$ cat config.mk
export PLATFORM = sky130hd
export DESIGN_NAME = ifetch_queue_flat
export DESIGN_NICKNAME = d
export VERILOG_FILES = /design/src/rtl/ifetch_queue_if.sv /design/src/rtl/ifetch_queue.sv /design/src/flat_wrapper.sv
export SDC_FILE = /design/constraint.sdc
export NUM_CORES = 1
export LEC_CHECK = 0
export ABC_AREA = 1
export CAP_MARGIN = 10
export CORE_MARGIN = 1.5
export CORE_UTILIZATION = 35
export DETAILED_ROUTE_END_ITERATION = 16
export DONT_BUFFER_PORTS = 1
export GPL_TIMING_DRIVEN = 0
export SLEW_MARGIN = 30
export SYNTH_ARGS = -nofsm -noshare
export SYNTH_HDL_FRONTEND = slang
export SYNTH_SLANG_ARGS = --single-unit
export TNS_END_PERCENT = 100
$ cat constraint.sdc
create_clock -name clk -period 3.8 [get_ports clk]
set_input_delay 0.76 -clock clk [delete_from_list [all_inputs] [get_ports clk]]
set_output_delay 0.76 -clock clk [all_outputs]
set_load 0.03 [all_outputs]
$ cat src/rtl/ifetch_queue_if.sv
// Fetch-queue bus: PC generator link, in-order instruction-memory read port
// and the decode valid/ready handshake.
interface ifetch_queue_if #(
  parameter int PC_WIDTH   = 32,
  parameter int INST_WIDTH = 32
);
  logic [PC_WIDTH-1:0]   pc_in;
  logic                  flush;
  logic                  hold_o;
  logic                  mem_req;
  logic [PC_WIDTH-1:0]   mem_addr;
  logic                  mem_gnt;
  logic                  mem_rvalid;
  logic [INST_WIDTH-1:0] mem_rdata;
  logic                  inst_valid;
  logic [PC_WIDTH-1:0]   inst_pc;
  logic [INST_WIDTH-1:0] inst_data;
  logic                  inst_ready;

  modport slave (
    input  pc_in, flush, mem_gnt, mem_rvalid, mem_rdata, inst_ready,
    output hold_o, mem_req, mem_addr, inst_valid, inst_pc, inst_data
  );

  modport master (
    output pc_in, flush, mem_gnt, mem_rvalid, mem_rdata, inst_ready,
    input  hold_o, mem_req, mem_addr, inst_valid, inst_pc, inst_data
  );
endinterface

$ cat src/rtl/ifetch_queue.sv
// Instruction fetch queue: issues in-order reads at the current PC, buffers
// {pc, instruction} pairs in a ring and drops stale responses after a redirect.
module ifetch_queue #(
  parameter int PC_WIDTH   = 32,
  parameter int INST_WIDTH = 32,
  parameter int DEPTH      = 4
) (
  input  logic          clk,
  input  logic          rst,
  ifetch_queue_if.slave bus
);
  localparam int AW = $clog2(DEPTH);
  localparam int CW = AW + 1;
  localparam logic [CW:0]   DEPTH_OCC = (CW + 1)'(DEPTH);
  localparam logic [CW-1:0] DEPTH_CNT = CW'(DEPTH);

  logic [AW-1:0]         wr_ptr_q, wr_ptr_d;
  logic [AW-1:0]         fill_ptr_q, fill_ptr_d;
  logic [AW-1:0]         rd_ptr_q, rd_ptr_d;
  logic [CW-1:0]         count_q, count_d;
  logic [CW-1:0]         discard_q, discard_d;
  logic [DEPTH-1:0]      filled_q, filled_d;
  logic [PC_WIDTH-1:0]   pc_mem_q   [DEPTH];
  logic [INST_WIDTH-1:0] data_mem_q [DEPTH];

  logic          alloc;
  logic          pop;
  logic          fill;
  logic          head_valid;
  logic [AW-1:0] ptr_gap;
  logic [CW-1:0] unfilled;
  logic [CW:0]   occupancy;

  // Equal pointers with a full ring are ambiguous: either every entry is
  // filled or none is, and the fill bit at fill_ptr tells which.
  assign ptr_gap = wr_ptr_q - fill_ptr_q;
  always_comb begin
    // NOTE: every combinational output gets a default first so no latch is inferred.
    unfilled = {1'b0, ptr_gap};
    if (wr_ptr_q == fill_ptr_q && count_q == DEPTH_CNT && !filled_q[fill_ptr_q]) begin
      unfilled = DEPTH_CNT;
    end
  end

  assign occupancy    = {1'b0, count_q} + {1'b0, discard_q};
  assign bus.mem_req  = !rst && !bus.flush && (occupancy < DEPTH_OCC);
  assign bus.mem_addr = bus.pc_in;
  assign alloc        = bus.mem_req && bus.mem_gnt;
  assign bus.hold_o   = rst || (!bus.flush && !alloc);

  assign head_valid     = !rst && filled_q[rd_ptr_q] && (count_q != '0);
  assign bus.inst_valid = head_valid;
  assign bus.inst_pc    = rst ? '0 : pc_mem_q[rd_ptr_q];
  assign bus.inst_data  = rst ? '0 : data_mem_q[rd_ptr_q];
  assign pop            = head_valid && bus.inst_ready && !bus.flush;
  assign fill           = bus.mem_rvalid && (discard_q == '0) && !bus.flush;

  always_comb begin
    wr_ptr_d   = wr_ptr_q;
    fill_ptr_d = fill_ptr_q;
    rd_ptr_d   = rd_ptr_q;
    count_d    = count_q;
    discard_d  = discard_q;
    filled_d   = filled_q;
    if (bus.flush) begin
      wr_ptr_d   = '0;
      fill_ptr_d = '0;
      rd_ptr_d   = '0;
      count_d    = '0;
      filled_d   = '0;
      discard_d  = discard_q + unfilled - CW'(bus.mem_rvalid);
    end else begin
      if (bus.mem_rvalid && discard_q != '0) begin
        discard_d = discard_q - CW'(1);
      end
      if (fill) begin
        filled_d[fill_ptr_q] = 1'b1;
        fill_ptr_d           = fill_ptr_q + AW'(1);
      end
      if (alloc) begin
        filled_d[wr_ptr_q] = 1'b0;
        wr_ptr_d           = wr_ptr_q + AW'(1);
      end
      if (pop) begin
        filled_d[rd_ptr_q] = 1'b0;
        rd_ptr_d           = rd_ptr_q + AW'(1);
      end
      case ({alloc, pop})
        2'b10:   count_d = count_q + CW'(1);
        2'b01:   count_d = count_q - CW'(1);
        default: count_d = count_q;
      endcase
    end
  end

  always_ff @(posedge clk or posedge rst) begin
    if (rst) begin
      wr_ptr_q   <= '0;
      fill_ptr_q <= '0;
      rd_ptr_q   <= '0;
      count_q    <= '0;
      discard_q  <= '0;
      filled_q   <= '0;
    end else begin
      wr_ptr_q   <= wr_ptr_d;
      fill_ptr_q <= fill_ptr_d;
      rd_ptr_q   <= rd_ptr_d;
      count_q    <= count_d;
      discard_q  <= discard_d;
      filled_q   <= filled_d;
    end
  end

  // NOTE: ring storage has no reset; filled_q gates every read, so stale contents are never seen.
  always_ff @(posedge clk) begin
    if (alloc) pc_mem_q[wr_ptr_q] <= bus.pc_in;
    if (fill)  data_mem_q[fill_ptr_q] <= bus.mem_rdata;
  end

  a_rvalid_outstanding: assert property (@(posedge clk) disable iff (rst)
    bus.mem_rvalid |-> (discard_q != '0 || unfilled != '0));

endmodule

$ cat src/flat_wrapper.sv
// flat-port wrapper written by rule: the top's interface ports become plain ports
module ifetch_queue_flat 
#(
  parameter int PC_WIDTH   = 32,
  parameter int INST_WIDTH = 32,
  parameter int DEPTH      = 4
)
  (clk, rst, bus_pc_in, bus_flush, bus_mem_gnt, bus_mem_rvalid, bus_mem_rdata, bus_inst_ready, bus_hold_o, bus_mem_req, bus_mem_addr, bus_inst_valid, bus_inst_pc, bus_inst_data);
  ifetch_queue_if #(.PC_WIDTH(PC_WIDTH), .INST_WIDTH(INST_WIDTH)) bus_i ();
  input  logic clk;
  input  logic rst;
  input wire logic [$bits(bus_i.pc_in)-1:0] bus_pc_in;
  input wire logic [$bits(bus_i.flush)-1:0] bus_flush;
  input wire logic [$bits(bus_i.mem_gnt)-1:0] bus_mem_gnt;
  input wire logic [$bits(bus_i.mem_rvalid)-1:0] bus_mem_rvalid;
  input wire logic [$bits(bus_i.mem_rdata)-1:0] bus_mem_rdata;
  input wire logic [$bits(bus_i.inst_ready)-1:0] bus_inst_ready;
  output wire logic [$bits(bus_i.hold_o)-1:0] bus_hold_o;
  output wire logic [$bits(bus_i.mem_req)-1:0] bus_mem_req;
  output wire logic [$bits(bus_i.mem_addr)-1:0] bus_mem_addr;
  output wire logic [$bits(bus_i.inst_valid)-1:0] bus_inst_valid;
  output wire logic [$bits(bus_i.inst_pc)-1:0] bus_inst_pc;
  output wire logic [$bits(bus_i.inst_data)-1:0] bus_inst_data;
  assign bus_i.pc_in = bus_pc_in;
  assign bus_i.flush = bus_flush;
  assign bus_i.mem_gnt = bus_mem_gnt;
  assign bus_i.mem_rvalid = bus_mem_rvalid;
  assign bus_i.mem_rdata = bus_mem_rdata;
  assign bus_i.inst_ready = bus_inst_ready;
  assign bus_hold_o = bus_i.hold_o;
  assign bus_mem_req = bus_i.mem_req;
  assign bus_mem_addr = bus_i.mem_addr;
  assign bus_inst_valid = bus_i.inst_valid;
  assign bus_inst_pc = bus_i.inst_pc;
  assign bus_inst_data = bus_i.inst_data;
  ifetch_queue #(.PC_WIDTH(PC_WIDTH), .INST_WIDTH(INST_WIDTH), .DEPTH(DEPTH)) u_core (.clk(clk), .rst(rst), .bus(bus_i));
endmodule
; ---- Word-level counts from Yosys, hierarchy flattened
; Memory sizes are Yosys's and may differ from the RTL's.
; Cells that the tools add are included.
[op_classes]
addsub = 10
order_cmp = 7
eq_ne = 4
muxes = 33
bitwise_logic = 5
reduce_logical = 29
[op_table]
columns = op, count
row1 = $mux 32, 2
row2 = $mux 4, 6
row3 = $logic_and 1x1->1, 16
row4 = $mux 2, 6
row5 = $mux 3, 4
row6 = $lt 2x3->1 const B, 3
row7 = $mux 1, 9
row8 = $reduce_bool 3->1, 3
row9 = $and 4x4->4, 2
row10 = $not 4->4, 2
row11 = $reduce_bool 2->1, 4
row12 = $add 2x1->2 const B, 3
row13 = $demux 1 s2, 3
row14 = $ge 2x1->1 const B, 3
row15 = $pmux 3 s2, 1
row16 = $sub 3x1->3 const B, 2
row17 = $add 3x3->4, 1
row18 = $bmux 1 s2, 2
row19 = $logic_not 1->1, 4
row20 = $lt 4x3->1 const B, 1
row21 = $or 4x4->4, 1
row22 = $add 3x1->3 const B, 1
row23 = $add 3x3->3, 1
row24 = $eq 3x3->1 const B, 1
row25 = 7 further kinds, 7
[totals]
reg_bits = 16
ram_bits = 256
in_bits = 70
wordCells = 96
n_memories = 2
[mem_list]
columns = memory, depth, width, rd, rd_clocked_by_memory_dff, wr, line
row1 = u_core.data_mem_q, 4, 32, 1, 0, 1, ifetch_queue.sv:24  ; logic [INST_WIDTH-1:0] data_mem_q [DEPTH];
row2 = u_core.pc_mem_q, 4, 32, 1, 0, 1, ifetch_queue.sv:23  ; logic [PC_WIDTH-1:0] pc_mem_q [DEPTH];

; ---- Logic depth before layout (Yosys ltp)
[depth]
depth_word = 13
mapped_depth = 17

; ---- Worst setup path before layout
; No wires, ideal clock.
[synth_timing]
kind = input -> register
startpoint = input rst
endpoint = memory u_core.pc_mem_q[0][0] (enable)
setup_ns = 0.421
t_arrival_ns = 3.104
required_ns = 3.379
setup_slack_ns = 0.275
path_stages = 5
n_path_buf = 0
path_cell_list = inv_1 > nand3b_4 > nor2_4 > nand2_4 > nor2_1
[synth_between]
elab_chain_cells = 6
[synth_lines]
columns = element, line
row1 = from (decl), flat_wrapper.sv:11  ; input logic rst;
row2 = $logic_not 1->1, ifetch_queue.sv:46  ; assign bus.mem_req = !rst && !bus.flush && (occupancy < DEPTH_OCC);
row3 = $logic_and 1x1->1 (2 in a row), ifetch_queue.sv:46
row4 = named net bus_mem_req, flat_wrapper.sv:19  ; output wire logic [$bits(bus_i.mem_req)-1:0] bus_mem_req;
row5 = $logic_and 1x1->1, ifetch_queue.sv:48  ; assign alloc = bus.mem_req && bus.mem_gnt;
row6 = $mux 1, ifetch_queue.sv:116  ; if (alloc) pc_mem_q[wr_ptr_q] <= bus.pc_in;
row7 = $mux 1 (not written as such), ifetch_queue.sv:116
row8 = to (decl), ifetch_queue.sv:23
; The timed path passes the listed nets, and every way through them passes these cells.

; ---- Worst setup path in the final report
[layout_timing]
startpoint = register u_core.rd_ptr_q[0]
endpoint = output bus_inst_pc[27]
[layout_between]
elab_chain_cells = 2
[layout_lines]
columns = element, line
row1 = from (decl), ifetch_queue.sv:19  ; logic [AW-1:0] rd_ptr_q, rd_ptr_d;
row2 = from (signal assigned), ifetch_queue.sv:107  ; rd_ptr_q <= rd_ptr_d;
row3 = $mem_v2 4x32, --
row4 = $mux 32, ifetch_queue.sv:53  ; assign bus.inst_pc = rst ? '0 : pc_mem_q[rd_ptr_q];
row5 = to (decl), flat_wrapper.sv:22  ; output wire logic [$bits(bus_i.inst_pc)-1:0] bus_inst_pc;
; No other way between the ends.

==> impl_metrics.env <==
export IMPL_dr_pass1_iters=5
export IMPL_cts_path_max_buffers=3
export IMPL_place_congestion=0.763
export IMPL_row_count=66
export IMPL_design_core_area_um2=32500
export IMPL_ir_drop_mv=0.343
export IMPL_ios=169
export IMPL_finalCoreUtilization=0.414
export IMPL_worst_slew_margin_rel=0.420
export IMPL_post_synthesis_adder_cell_area_fraction=0.0251
export IMPL_grt_overflow_total=0
export IMPL_ff2ff_path_depth=15
export IMPL_avgSynthCellArea_um2=11.9
export IMPL_placed_area_um2=12500
export IMPL_p_per_cell_area_nw_per_um2=523
export IMPL_ctsRootBufferMaster="sky130_fd_sc_hd__clkbuf_16"
export IMPL_muxShareOfSynthArea=0
export IMPL_r2r_slack_ns=1.16
export IMPL_cp_end_kind="primary output"
export IMPL_period_minus_slack_ns=3.48
export IMPL_routedWlPerCell_um=18.9
export IMPL_holdCritPathClass="input port to async pin"
export IMPL_placed_cells_incl_taps=1429
export IMPL_setup_worst_path_start_class="flip-flop"
export IMPL_cts_repair_resize_count=0
export IMPL_initial_antenna_violation_count=0
export IMPL_setup_viol=0
export IMPL_floorplan_initialDensity=0.356
export IMPL_crit_reg2reg_launch="u_core.fill_ptr_q[0]$_DFFE_PP0P_"
export IMPL_power_leakage_nw=4.78
export IMPL_rsz0062_at_grt="false"
export IMPL_post_synth_xor_area_fraction=0.00454
export IMPL_timing_final_ws_setup_ns=0.325
export IMPL_area_growth_syn_to_layout_pct=16.3
export IMPL_postCtsHoldBufs=0
export IMPL_grt_pass1_wl_mm=41.1
export IMPL_dp_final_hpwl_mm=18.6
export IMPL_synth_compound_area_share=0.0945
export IMPL_n_antenna_cell=0
export IMPL_synth_cells=975
export IMPL_clock_sinks=272
export IMPL_vias_per_cell=4.83
export IMPL_synth_area_um2=11600
export IMPL_chipWidth_um=185
export IMPL_postSynthNetCount=1067
export IMPL_totalPowerFinal_mw=7.04
export IMPL_fin_area_um2=13500
export IMPL_status="finished clean"
export IMPL_finalClockSkew_ns=0.0140
export IMPL_dr_vias=7167
export IMPL_fin_crit_sh=0.915
export IMPL_timing_final_hold_violations=0
export IMPL_yosys_area_share_simple=0.119
export IMPL_worst_endpoint_arrival_ns=2.72
export IMPL_clock_insertion_delay_worst_skew_ns=0.55
export IMPL_worst_r2r_endpoint="u_core.discard_q[2]$_DFFE_PP0P_"
export IMPL_capturing_element_of_the_worst_setup_path="bus_inst_pc[27]"
export IMPL_timing_final_max_slew_violations=0
export IMPL_number_of_drc_violations_after_detailed_routing_iteration_0=513
export IMPL_path_clk_slew_ns=0.06
export IMPL_finish_net_count=1110
export IMPL_finalWirelength_mm=28.0
export IMPL_final_layout_size_suffix_gt1_frac=0.137
export IMPL_netlist_cell_type_count=31
export IMPL_floorplan_die_area_um2=34200
export IMPL_worst_path_max_fanout=10
export IMPL_max_clock_freq_ghz=0.288
export IMPL_drcViolationCount=0
export IMPL_groute_usage_overall=0.163
export IMPL_largest_net_degree_at_the_start_of_global_routing=21
export IMPL_io_buffer_count=0
export IMPL_finalSetupTns_ns=0
export IMPL_number_of_global_route_vias_before_repair=6921
export IMPL_die_boundary_height_um=185
export IMPL_yosys_warnings=0
export IMPL_htree_num_levels=1
export IMPL_final_std_cells_w_o_fill=1483
export IMPL_worstMarginPinSlew_ns=0.870
export IMPL_cp_startpoint="u_core.rd_ptr_q[0]$_DFFE_PP0P_"
export IMPL_max_cap_violations=0
export IMPL_synth_seq_cells=272
export IMPL_final_hold_worst_slack_ns=0.258
export IMPL_postCtsSetupRepairBufs=0
export IMPL_required_ns=3.04
export IMPL_tritoncts="done"
export IMPL_ys_seq_area_frac=0.699
export IMPL_detail_route_antenna_nets=0
export IMPL_pre_cts_slack_ns=0.609
export IMPL_path_class="flip-flop to primary output"
export IMPL_dominant_combinational_cell_family_by_area_after_synthesis="simple AND/OR/NAND/NOR gates"
export IMPL_number_of_buffers_created_by_cts=29
[cells in the final DEF, fill, tap and decap left out, types with 4 or more instances in the layout]
cell,netlist,layout
sky130_fd_sc_hd__bufinv_16,0,4
sky130_fd_sc_hd__a21oi_1,72,72
sky130_fd_sc_hd__edfxtp_1,256,256
sky130_fd_sc_hd__clkinv_1,0,8
sky130_fd_sc_hd__clkbuf_1,22,26
sky130_fd_sc_hd__nand3_1,12,12
sky130_fd_sc_hd__buf_16,0,12
sky130_fd_sc_hd__inv_1,33,33
sky130_fd_sc_hd__dfrtp_1,16,16
sky130_fd_sc_hd__clkbuf_16,0,29
sky130_fd_sc_hd__buf_4,43,43
sky130_fd_sc_hd__ha_1,20,20
sky130_fd_sc_hd__o22ai_1,4,4
sky130_fd_sc_hd__nor2_1,274,266
sky130_fd_sc_hd__o21ai_0,140,140
sky130_fd_sc_hd__nand2_1,35,35
sky130_fd_sc_hd__nor2_4,1,9
sky130_fd_sc_hd__buf_2,16,16
sky130_fd_sc_hd__clkinv_2,0,5
sky130_fd_sc_hd__xnor2_1,4,4
[layer usage]
layer / global-route usage / share of wire / up-vias
li1: - / - / 3443
met1: 0.206 / 0.43 / 3480
met2: 0.278 / 0.48 / 203
met3: 0.0401 / 0.068 / 41
met4: 0.0436 / 0.026 / 0
met5: 0 / 0 / -
[synthesized netlist by cell type]
master | count | area share
sky130_fd_sc_hd__nand3b_4 | 1 | 0.0017
sky130_fd_sc_hd__nor2_2 | 2 | 0.0011
sky130_fd_sc_hd__nor2_1 | 274 | 0.089
sky130_fd_sc_hd__a21oi_1 | 72 | 0.031
sky130_fd_sc_hd__buf_4 | 43 | 0.028
sky130_fd_sc_hd__xnor2_1 | 4 | 0.0030
sky130_fd_sc_hd__buf_8 | 1 | 0.0013
sky130_fd_sc_hd__inv_2 | 3 | 0.00097
sky130_fd_sc_hd__nand2_1 | 35 | 0.011
sky130_fd_sc_hd__buf_6 | 2 | 0.0019
sky130_fd_sc_hd__o211ai_1 | 1 | 0.00065
sky130_fd_sc_hd__nand4_2 | 1 | 0.0011
sky130_fd_sc_hd__nor2_4 | 1 | 0.00097
sky130_fd_sc_hd__ha_1 | 20 | 0.022
sky130_fd_sc_hd__dfrtp_1 | 16 | 0.035
sky130_fd_sc_hd__inv_1 | 33 | 0.011
sky130_fd_sc_hd__buf_2 | 16 | 0.0069
sky130_fd_sc_hd__nand3_1 | 12 | 0.0052
sky130_fd_sc_hd__edfxtp_1 | 256 | 0.66
sky130_fd_sc_hd__clkinv_4 | 1 | 0.00076
sky130_fd_sc_hd__o22ai_1 | 4 | 0.0022
sky130_fd_sc_hd__clkbuf_1 | 22 | 0.0071
sky130_fd_sc_hd__xor2_1 | 2 | 0.0015
sky130_fd_sc_hd__fa_1 | 2 | 0.0035
sky130_fd_sc_hd__inv_8 | 1 | 0.00097
sky130_fd_sc_hd__o21ai_0 | 140 | 0.061
sky130_fd_sc_hd__nand2_4 | 3 | 0.0029
sky130_fd_sc_hd__nand3_4 | 1 | 0.0015
sky130_fd_sc_hd__nand4_1 | 1 | 0.00054
sky130_fd_sc_hd__nand2_2 | 3 | 0.0016
sky130_fd_sc_hd__nand3_2 | 2 | 0.0017
[layout make-up]
type | count | area, µm²
plain buffers | 84 | 523
fillers | 3049 | 19100
flip-flops and latches | 272 | 8090
clock inverters | 21 | 208
clock buffers | 33 | 741
inverters | 38 | 155
repair buffers | 12 | 330
well taps | 442 | 553
multi-input cells | 581 | 2870
[critical path: stages (launching register included)]
cell	delay (ns)
sky130_fd_sc_hd__dfrtp_1	0.41
sky130_fd_sc_hd__buf_6	0.16
sky130_fd_sc_hd__inv_8	0.10
sky130_fd_sc_hd__buf_8	0.16
sky130_fd_sc_hd__clkbuf_1	0.46
sky130_fd_sc_hd__o21ai_0	0.19
sky130_fd_sc_hd__a21oi_1	0.68
[sequential cells by signal, summed over array words and instances (netlist names)]
register	flops
u_core.count_q	3
u_core.data_mem_q	128
u_core.discard_q	3
u_core.fill_ptr_q	2
u_core.filled_q	4
u_core.pc_mem_q	128
u_core.rd_ptr_q	2
u_core.wr_ptr_q	2
[worst min path at each step]
stage                                        startpoint                              end  slack (ns)  depth (start not counted)
final                                               rst    u_core.count_q[0]$_DFFE_PP0P_        0.26                          1
after global routing                       bus_pc_in[9]  u_core.pc_mem_q[2][9]$_DFFE_PP_        0.27                          0
after CTS                                           rst    u_core.count_q[0]$_DFFE_PP0P_        0.26                          1
after detailed placement  u_core.count_q[1]$_DFFE_PP0P_    u_core.count_q[1]$_DFFE_PP0P_        0.57                          2
after global placement    u_core.count_q[1]$_DFFE_PP0P_    u_core.count_q[1]$_DFFE_PP0P_        0.55                          2
after floorplan           u_core.count_q[1]$_DFFE_PP0P_    u_core.count_q[1]$_DFFE_PP0P_        0.52                          2
[kinds of logic after synthesis]
logic type,count (synthesis)
flip-flops,272
AO/OA/AOI/OAI,217
AND/OR/NAND/NOR,336
XOR/XNOR,6
adder cells (fa/ha/maj),22
buffers and inverters,122
[power by group]
part,switching (mW),internal [mW],total (mW)
Sequential,0.0526,3.38,3.43
Combinational,0.542,0.256,0.798
Clock,1.15,1.67,2.81
Total,1.74,5.30,7.04
No activity file was read; power rests on OpenSTA's default activity.
